File: src/rtl/div_seq_pkg.sv
// div_seq_pkg: shared widths, operation/state encodings and sign helpers
// for the RV32M multi-cycle divide sequencer.
package div_seq_pkg;

    localparam int DATA_WIDTH   = 32;
    localparam int RDATA_WIDTH  = 32;
    localparam int RADDR_WIDTH  = 5;
    localparam int DIV_ITER_NUM = 32;
    localparam int CNT_WIDTH    = 5;

    // Counter value of the last restoring step (DIV_ITER_NUM - 1)
    localparam logic [CNT_WIDTH-1:0] DIV_CNT_LAST = 5'd31;

    // funct3[1:0] encodings of the divide family
    localparam logic [1:0] DIV_OP_DIV  = 2'b00;
    localparam logic [1:0] DIV_OP_DIVU = 2'b01;
    localparam logic [1:0] DIV_OP_REM  = 2'b10;
    localparam logic [1:0] DIV_OP_REMU = 2'b11;

    typedef enum logic [1:0] {
        DIV_STATE_IDLE = 2'b00,
        DIV_STATE_CALC = 2'b01,
        DIV_STATE_DONE = 2'b10
    } div_state_e;

    // Magnitude of a two's complement operand. The negation is done as an
    // unsigned subtraction, so -2^31 maps exactly onto 2^31.
    function automatic logic [DATA_WIDTH-1:0] magnitude(
        input logic [DATA_WIDTH-1:0] value,
        input logic                  neg
    );
        logic [DATA_WIDTH-1:0] mag;
        if (neg) begin
            mag = 32'd0 - value;
        end else begin
            mag = value;
        end
        return mag;
    endfunction

    // Re-applies a sign to an unsigned magnitude
    function automatic logic [DATA_WIDTH-1:0] apply_sign(
        input logic [DATA_WIDTH-1:0] value,
        input logic                  neg
    );
        logic [DATA_WIDTH-1:0] res;
        if (neg) begin
            res = 32'd0 - value;
        end else begin
            res = value;
        end
        return res;
    endfunction

endpackage

File: src/rtl/div_step.sv
// div_step: one combinational radix-2 restoring division iteration.
// Shifts the next dividend bit into the partial remainder and keeps the
// trial subtraction only when it does not go negative.
module div_step
    import div_seq_pkg::*;
(
    input  logic [DATA_WIDTH-1:0] rem,
    input  logic                  dvd_msb,
    input  logic [DATA_WIDTH-1:0] dvs,
    output logic [DATA_WIDTH-1:0] rem_next,
    output logic                  q_bit
);

    logic [DATA_WIDTH:0] shifted_s;
    logic [DATA_WIDTH:0] trial_s;

    // Trial subtraction and restore decision
    always_comb begin
        shifted_s = {rem, dvd_msb};
        trial_s   = shifted_s - {1'b0, dvs};
        if (!trial_s[DATA_WIDTH]) begin
            rem_next = trial_s[DATA_WIDTH-1:0];
            q_bit    = 1'b1;
        end else begin
            rem_next = shifted_s[DATA_WIDTH-1:0];
            q_bit    = 1'b0;
        end
    end

endmodule

File: src/rtl/div_seq.sv
// div_seq: multi-cycle sequencer for DIV/DIVU/REM/REMU.
// Runs 32 restoring steps on operand magnitudes, then fixes signs and
// special cases in DONE and presents a one-cycle write-back pulse.
// Optional build macro: DIV_FAST_SPECIAL_EN -- divide-by-zero and signed
// overflow skip the iterations and go straight from IDLE to DONE.
module div_seq
    import div_seq_pkg::*;
(
    input  logic                   clk,
    input  logic                   rst,
    input  logic                   start_i,
    input  logic [1:0]             op_i,
    input  logic [DATA_WIDTH-1:0]  dividend_i,
    input  logic [DATA_WIDTH-1:0]  divisor_i,
    input  logic [RADDR_WIDTH-1:0] reg_waddr_i,
    input  logic                   flush_i,
    output logic                   busy_o,
    output logic                   hold_o,
    output logic                   ready_o,
    output logic [RDATA_WIDTH-1:0] result_o,
    output logic                   reg_we_o,
    output logic [RADDR_WIDTH-1:0] reg_waddr_o
);

    div_state_e             state_r;
    div_state_e             state_next_s;
    logic [CNT_WIDTH-1:0]   cnt_r;
    logic                   is_rem_r;
    logic [RADDR_WIDTH-1:0] rd_r;
    logic [DATA_WIDTH-1:0]  dvd_r;       // dividend shifts out, quotient shifts in
    logic [DATA_WIDTH-1:0]  dvs_r;
    logic [DATA_WIDTH-1:0]  rem_r;
    logic [DATA_WIDTH-1:0]  dvd_raw_r;   // original rs1, the divide-by-zero remainder
    logic                   sign_dvd_r;
    logic                   sign_dvs_r;
    logic                   div_zero_r;
    logic                   ovf_r;

    logic                   ready_r;
    logic [RDATA_WIDTH-1:0] result_r;
    logic [RADDR_WIDTH-1:0] waddr_r;

    logic                   accept_s;
    logic                   op_signed_s;
    logic                   div_zero_s;
    logic                   ovf_s;
    logic                   special_s;
    logic [DATA_WIDTH-1:0]  step_rem_s;
    logic                   step_q_s;
    logic [DATA_WIDTH-1:0]  quot_fix_s;
    logic [DATA_WIDTH-1:0]  rem_fix_s;
    logic [RDATA_WIDTH-1:0] fix_result_s;
    logic                   hold_s;
    logic                   busy_s;

    div_step u_div_step (
        .rem      (rem_r),
        .dvd_msb  (dvd_r[DATA_WIDTH-1]),
        .dvs      (dvs_r),
        .rem_next (step_rem_s),
        .q_bit    (step_q_s)
    );

    // Request decode: acceptance and special-case detection on raw operands
    always_comb begin
        accept_s    = (state_r == DIV_STATE_IDLE) && start_i && !flush_i;
        op_signed_s = !op_i[0];
        div_zero_s  = (divisor_i == 32'd0);
        ovf_s       = op_signed_s && (dividend_i == 32'h8000_0000)
                      && (divisor_i == 32'hFFFF_FFFF);
        special_s   = div_zero_s || ovf_s;
    end

    // FSM state register
    always_ff @(posedge clk) begin
        if (rst) begin
            state_r <= DIV_STATE_IDLE;
        end else begin
            state_r <= state_next_s;
        end
    end

    // FSM next-state logic; flush always returns to IDLE
    always_comb begin
        state_next_s = state_r;
        case (state_r)
            DIV_STATE_IDLE: begin
                if (accept_s) begin
`ifdef DIV_FAST_SPECIAL_EN
                    if (special_s) begin
                        state_next_s = DIV_STATE_DONE;
                    end else begin
                        state_next_s = DIV_STATE_CALC;
                    end
`else
                    state_next_s = DIV_STATE_CALC;
`endif
                end else begin
                    state_next_s = DIV_STATE_IDLE;
                end
            end
            DIV_STATE_CALC: begin
                if (flush_i) begin
                    state_next_s = DIV_STATE_IDLE;
                end else if (cnt_r == DIV_CNT_LAST) begin
                    state_next_s = DIV_STATE_DONE;
                end else begin
                    state_next_s = DIV_STATE_CALC;
                end
            end
            DIV_STATE_DONE: begin
                state_next_s = DIV_STATE_IDLE;
            end
            default: begin
                state_next_s = DIV_STATE_IDLE;
            end
        endcase
    end

    // FSM outputs: pipeline hold (dropped in DONE so write-back can advance)
    always_comb begin
        hold_s = 1'b0;
        busy_s = 1'b0;
        case (state_r)
            DIV_STATE_IDLE: begin
                hold_s = start_i && !flush_i && !rst;
                busy_s = 1'b0;
            end
            DIV_STATE_CALC: begin
                hold_s = !rst;
                busy_s = 1'b1;
            end
            DIV_STATE_DONE: begin
                hold_s = 1'b0;
                busy_s = 1'b1;
            end
            default: begin
                hold_s = 1'b0;
                busy_s = 1'b0;
            end
        endcase
    end

    // Operand capture on accept, one restoring step per CALC cycle
    always_ff @(posedge clk) begin
        if (rst) begin
            cnt_r      <= 5'd0;
            is_rem_r   <= 1'b0;
            rd_r       <= 5'd0;
            dvd_r      <= 32'd0;
            dvs_r      <= 32'd0;
            rem_r      <= 32'd0;
            dvd_raw_r  <= 32'd0;
            sign_dvd_r <= 1'b0;
            sign_dvs_r <= 1'b0;
            div_zero_r <= 1'b0;
            ovf_r      <= 1'b0;
        end else begin
            case (state_r)
                DIV_STATE_IDLE: begin
                    if (accept_s) begin
                        cnt_r      <= 5'd0;
                        is_rem_r   <= op_i[1];
                        rd_r       <= reg_waddr_i;
                        sign_dvd_r <= op_signed_s && dividend_i[DATA_WIDTH-1];
                        sign_dvs_r <= op_signed_s && divisor_i[DATA_WIDTH-1];
                        dvd_r      <= magnitude(dividend_i,
                                                op_signed_s && dividend_i[DATA_WIDTH-1]);
                        dvs_r      <= magnitude(divisor_i,
                                                op_signed_s && divisor_i[DATA_WIDTH-1]);
                        rem_r      <= 32'd0;
                        dvd_raw_r  <= dividend_i;
                        div_zero_r <= div_zero_s;
                        ovf_r      <= ovf_s;
                    end
                end
                DIV_STATE_CALC: begin
                    rem_r <= step_rem_s;
                    dvd_r <= {dvd_r[DATA_WIDTH-2:0], step_q_s};
                    cnt_r <= cnt_r + 5'd1;
                end
                default: begin
                    cnt_r <= cnt_r;
                end
            endcase
        end
    end

    // Sign fix-up and special-case override of the raw quotient/remainder
    always_comb begin
        if (div_zero_r) begin
            quot_fix_s = 32'hFFFF_FFFF;
            rem_fix_s  = dvd_raw_r;
        end else if (ovf_r) begin
            quot_fix_s = 32'h8000_0000;
            rem_fix_s  = 32'd0;
        end else begin
            quot_fix_s = apply_sign(dvd_r, sign_dvd_r ^ sign_dvs_r);
            rem_fix_s  = apply_sign(rem_r, sign_dvd_r);
        end
        if (is_rem_r) begin
            fix_result_s = rem_fix_s;
        end else begin
            fix_result_s = quot_fix_s;
        end
    end

    // Registered write-back outputs; a flush in DONE cancels the pulse
    always_ff @(posedge clk) begin
        if (rst) begin
            ready_r  <= 1'b0;
            result_r <= 32'd0;
            waddr_r  <= 5'd0;
        end else if ((state_r == DIV_STATE_DONE) && !flush_i) begin
            ready_r  <= 1'b1;
            result_r <= fix_result_s;
            waddr_r  <= rd_r;
        end else begin
            ready_r  <= 1'b0;
        end
    end

    assign busy_o      = busy_s;
    assign hold_o      = hold_s;
    assign ready_o     = ready_r;
    assign reg_we_o    = ready_r;
    assign result_o    = result_r;
    assign reg_waddr_o = waddr_r;

endmodule

File: config.mk
export PLATFORM = sky130hd
export DESIGN_NAME = div_seq
export DESIGN_NICKNAME = d
export VERILOG_FILES = /design/src/rtl/div_seq_pkg.sv /design/src/rtl/div_step.sv /design/src/rtl/div_seq.sv
export SDC_FILE = /design/constraint.sdc
export NUM_CORES = 1
export LEC_CHECK = 0
export CORE_MARGIN = 2
export CORE_UTILIZATION = 50
export CTS_CLUSTER_SIZE = 12
export DETAILED_ROUTE_END_ITERATION = 12
export DONT_BUFFER_PORTS = 1
export GPL_ROUTABILITY_DRIVEN = 0
export MAX_ROUTING_LAYER = met4
export PLACE_DENSITY = 0.64
export RECOVER_POWER = 50
export SYNTH_ARGS = -nofsm -noshare
export SYNTH_HDL_FRONTEND = slang
export SYNTH_HIERARCHICAL = 1
export SYNTH_SLANG_ARGS = --single-unit
File: constraint.sdc
create_clock -name clk -period 9.2 [get_ports clk]
set_input_delay 0.92 -clock clk [delete_from_list [all_inputs] [get_ports clk]]
set_output_delay 0.92 -clock clk [all_outputs]
set_load 0.05 [all_outputs]
==> results.sh <==
export IMPL_violations="capacitance limit, slew limit"
export IMPL_die_area_sq_um=26790
export IMPL_synth_yosys_seq_area_share=0.2874
export IMPL_fin_crit_sh=0.5963
export IMPL_synth_cell_types=97
export IMPL_startpoint_type="flop"
export IMPL_combPwrFrac=0.173
export IMPL_crit_required_ns=8.28
export IMPL_internal_power_mw=1.321
export IMPL_hold_viol_final=0
export IMPL_timing_critical_path_buf_inv=3
export IMPL_switchingPower_uw=616.7
export IMPL_status="complete, but fails checks"
export IMPL_coreArea_sq_um=25110
export IMPL_slew_viol_final=190
export IMPL_power_density_nw_per_um2=145.2
export IMPL_ir_drop_uv=110.5
export IMPL_netlist_area_sq_um=12750
export IMPL_drc=0
export IMPL_startpoint="state_r[1]$_SDFF_PP0_"
export IMPL_synth_edff_count=0
export IMPL_r2r_start="state_r[0]$_SDFF_PP0_"
export IMPL_dp_hpwl_microns=29230
export IMPL_fmax_ghz=0.1823
export IMPL_row_count=58
export IMPL_max_cap_violations=3
export IMPL_drive_gt1_frac=0.07330
export IMPL_clk_pin_slew_ns=0.09
export IMPL_crit_top_cell="inv_1"
export IMPL_drt_iter0_drc=1098
export IMPL_clock_sinks=183
export IMPL_antenna_left=0
export IMPL_worstMarginPinSlew_ns=4.318
export IMPL_avgViaCountPerCell=6.339
export IMPL_final_area_sq_um=13340
export IMPL_wirelength_met1_microns=16840
export IMPL_setup_slack_ns=3.714
export IMPL_setup_viol=0
export IMPL_setup_tns_ns=0
export IMPL_crit_chain="inv_1, ha_1, clkbuf_1, inv_1, a21oi_1"
export IMPL_grt_max_degree=178
export IMPL_wl_met2_microns=19390
export IMPL_htreeDepth=4
export IMPL_area_growth_pct=4.662
export IMPL_tritoncts="yes"
export IMPL_met3_length_microns=2542
export IMPL_finalCriticalPeriod_ns=5.486
export IMPL_placed_area_sq_um=12760
export IMPL_synthArstFlopShare=0
export IMPL_p_sw_frac=0.3183
export IMPL_num_nets_final=1674
export IMPL_numCtsBuffers=17
export IMPL_rrSetupSlack_ns=4.09
export IMPL_critical_path_class="flop to output port"
export IMPL_dr_pass1_iters=6
export IMPL_synth_ff_type="dfxtp_1"
export IMPL_crit_arrival_ns=4.57
export IMPL_die_h_microns=163.7
export IMPL_clkPwrFrac=0.388
export IMPL_critPathMaxStageDelay_ns=1.54
export IMPL_holdCritPathClass="flop to flop"
export IMPL_cellLeakagePower_nw=4.857
export IMPL_clkLatencyLatePin_ns=0.45
export IMPL_clock_path_buffers=2
export IMPL_diodes=0
export IMPL_die_x_microns=163.7
export IMPL_vias=12038
export IMPL_overflow=0
export IMPL_ys_warn_count=6
export IMPL_cts_hold_buffers=0
export IMPL_fin_skew_ns=0.01853
export IMPL_finalWirelength_microns=40330
export IMPL_grt_pass1_wl_microns=62930
export IMPL_io_buffers=0
export IMPL_routed_top_layer="met4"
export IMPL_worstHoldStart="rd_r[0]$_SDFFE_PP0P_"
export IMPL_rsz0062_at_grt="false"
export IMPL_pwr_share_seq=0.438
export IMPL_start_util=0.5077
export IMPL_grt_pass1_vias=10997
export IMPL_syn_nets=1753
export IMPL_cts_resized_gates=0
export IMPL_pre_cts_ws_ns=5.454
export IMPL_antenna_found_initial=0
export IMPL_slew_headroom=-1.879
export IMPL_track_usage=0.3101
export IMPL_ys_ff_latch=183
export IMPL_post_cts_buffers=0
export IMPL_io_pins=116
export IMPL_avgSynthCellArea_sq_um=7.796
export IMPL_worst_path_max_delay_cell="clkbuf_1"
export IMPL_crit_fanout=49
export IMPL_root_buffer="clkbuf_16"
export IMPL_endpoint_kind="output port"
export IMPL_fill_cells=2468
export IMPL_synthCells=1635
export IMPL_wl_per_cell_microns=21.24
export IMPL_cp_top_family="buffers and inverters"
worst min-delay path: cells and delay by family, from the launching register on:
family / cells / cell delay, ns
flip-flops: 1 / 0.32
AO/OA/AOI/OAI: 1 / 0.05
AND/OR/NAND/NOR: 1 / 0.05
synthesized netlist by cell type, types with 22 or more instances:
library cell	n	area, sq um
nand2_1	194	728.2
ha_1	42	525.5
a21oi_1	137	685.7
nand3_1	39	195.2
o21ai_0	78	390.4
nor3_1	43	215.2
xor2_1	47	411.6
a211oi_1	31	232.7
o31ai_1	34	255.2
or3_1	27	168.9
a31oi_1	22	137.6
inv_1	53	198.9
dfxtp_1	183	3664
xnor2_1	81	709.4
clkbuf_1	87	326.6
nor2_1	148	555.5
a22oi_1	35	262.8
power by group through the flow:
stage	clock network, mW	logic, mW	registers [mW]
final	0.753	0.336	0.849
after global routing	0.796	0.369	0.853
after CTS	0.768	0.330	0.849
after detailed placement	0	0.329	0.867
after global placement	0	0.327	0.867
after floorplan	0	0.276	0.853
metal layers:
layer,track usage,vias up
li1,-,5799
met1,0.3804,5728
met2,0.5118,440
met3,0.04292,71
met4,0.1288,0
met5,-,-
sequential cells by signal, indices dropped and copies added (netlist names):
signal and cells:
rd_r 5, is_rem_r 1, ready_o 1, state_r 2
reg_waddr_o 5, dvd_r 32, div_zero_r 1, sign_dvs_r 1
ovf_r 1, result_o 32, dvd_raw_r 32, cnt_r 5
rem_r 32, dvs_r 32, sign_dvd_r 1
per-stage QoR:
step	utilization	hold slack [ns]	cells	power, mW
after global routing	0.5313	0.4624	1899	2.018
after floorplan	-	0.4314	1635	1.130
after global placement	0.5080	0.4343	1867	1.194
final	0.5313	0.4489	1899	1.938
after CTS	0.5321	0.4503	1899	1.947
after detailed placement	0.5080	0.4402	1867	1.196
kinds of logic (layout without fill, tap and decap cells):
family | Yosys count | after routing | synth area share
compound gates | 493 | 493 | 0.2650
xor+xnor | 128 | 128 | 0.08795
fa+ha+maj | 43 | 43 | 0.04280
buf+inv | 170 | 104 | 0.06007
flops | 183 | 183 | 0.2874
mux | 42 | 42 | 0.04211
simple gates | 576 | 576 | 0.2147
worst paths after layout:
check	endpoint	cells past startpoint
worst min register to register	reg_waddr_o[0]$_SDFFE_PP0P_	2
worst max-delay path	hold_o	5
worst max register to register	dvd_raw_r[15]$_SDFFE_PP0P_	6
worst min-delay path	reg_waddr_o[0]$_SDFFE_PP0P_	2
layout by cell type, fill, tap and decap left out, types with 17 or more instances in the layout:
| master | synthesis | final |
|---|---|---|
| nand3_1 | 39 | 39 |
| a21oi_1 | 137 | 136 |
| clkbuf_16 | 0 | 17 |
| inv_1 | 53 | 53 |
| o31ai_1 | 34 | 34 |
| ha_1 | 42 | 42 |
| nor3_1 | 43 | 43 |
| nor2_1 | 148 | 148 |
| a31oi_1 | 22 | 22 |
| a211oi_1 | 31 | 31 |
| dfxtp_1 | 183 | 183 |
| a21o_1 | 18 | 18 |
| xnor2_1 | 81 | 81 |
| or3_1 | 27 | 27 |
| o21ai_0 | 78 | 78 |
| nand4_1 | 19 | 19 |
| a22oi_1 | 35 | 35 |
| nand2_1 | 194 | 194 |
| mux2_4 | 19 | 19 |
| xor2_1 | 47 | 47 |
| nor4_1 | 19 | 19 |
cell type report:
class                   instances  area, sq um  share of cell area
multi-input cells            1282         8330              0.6244
inverters                      55        214.0             0.01604
well taps                     330        412.9             0.03095
flip-flops and latches        183         3664              0.2746
repair buffers                 17        116.4            0.008722
clock inverters                15        178.9             0.01341
clock buffers                  17        425.4             0.03189
Power figures use the tool's default switching activity.
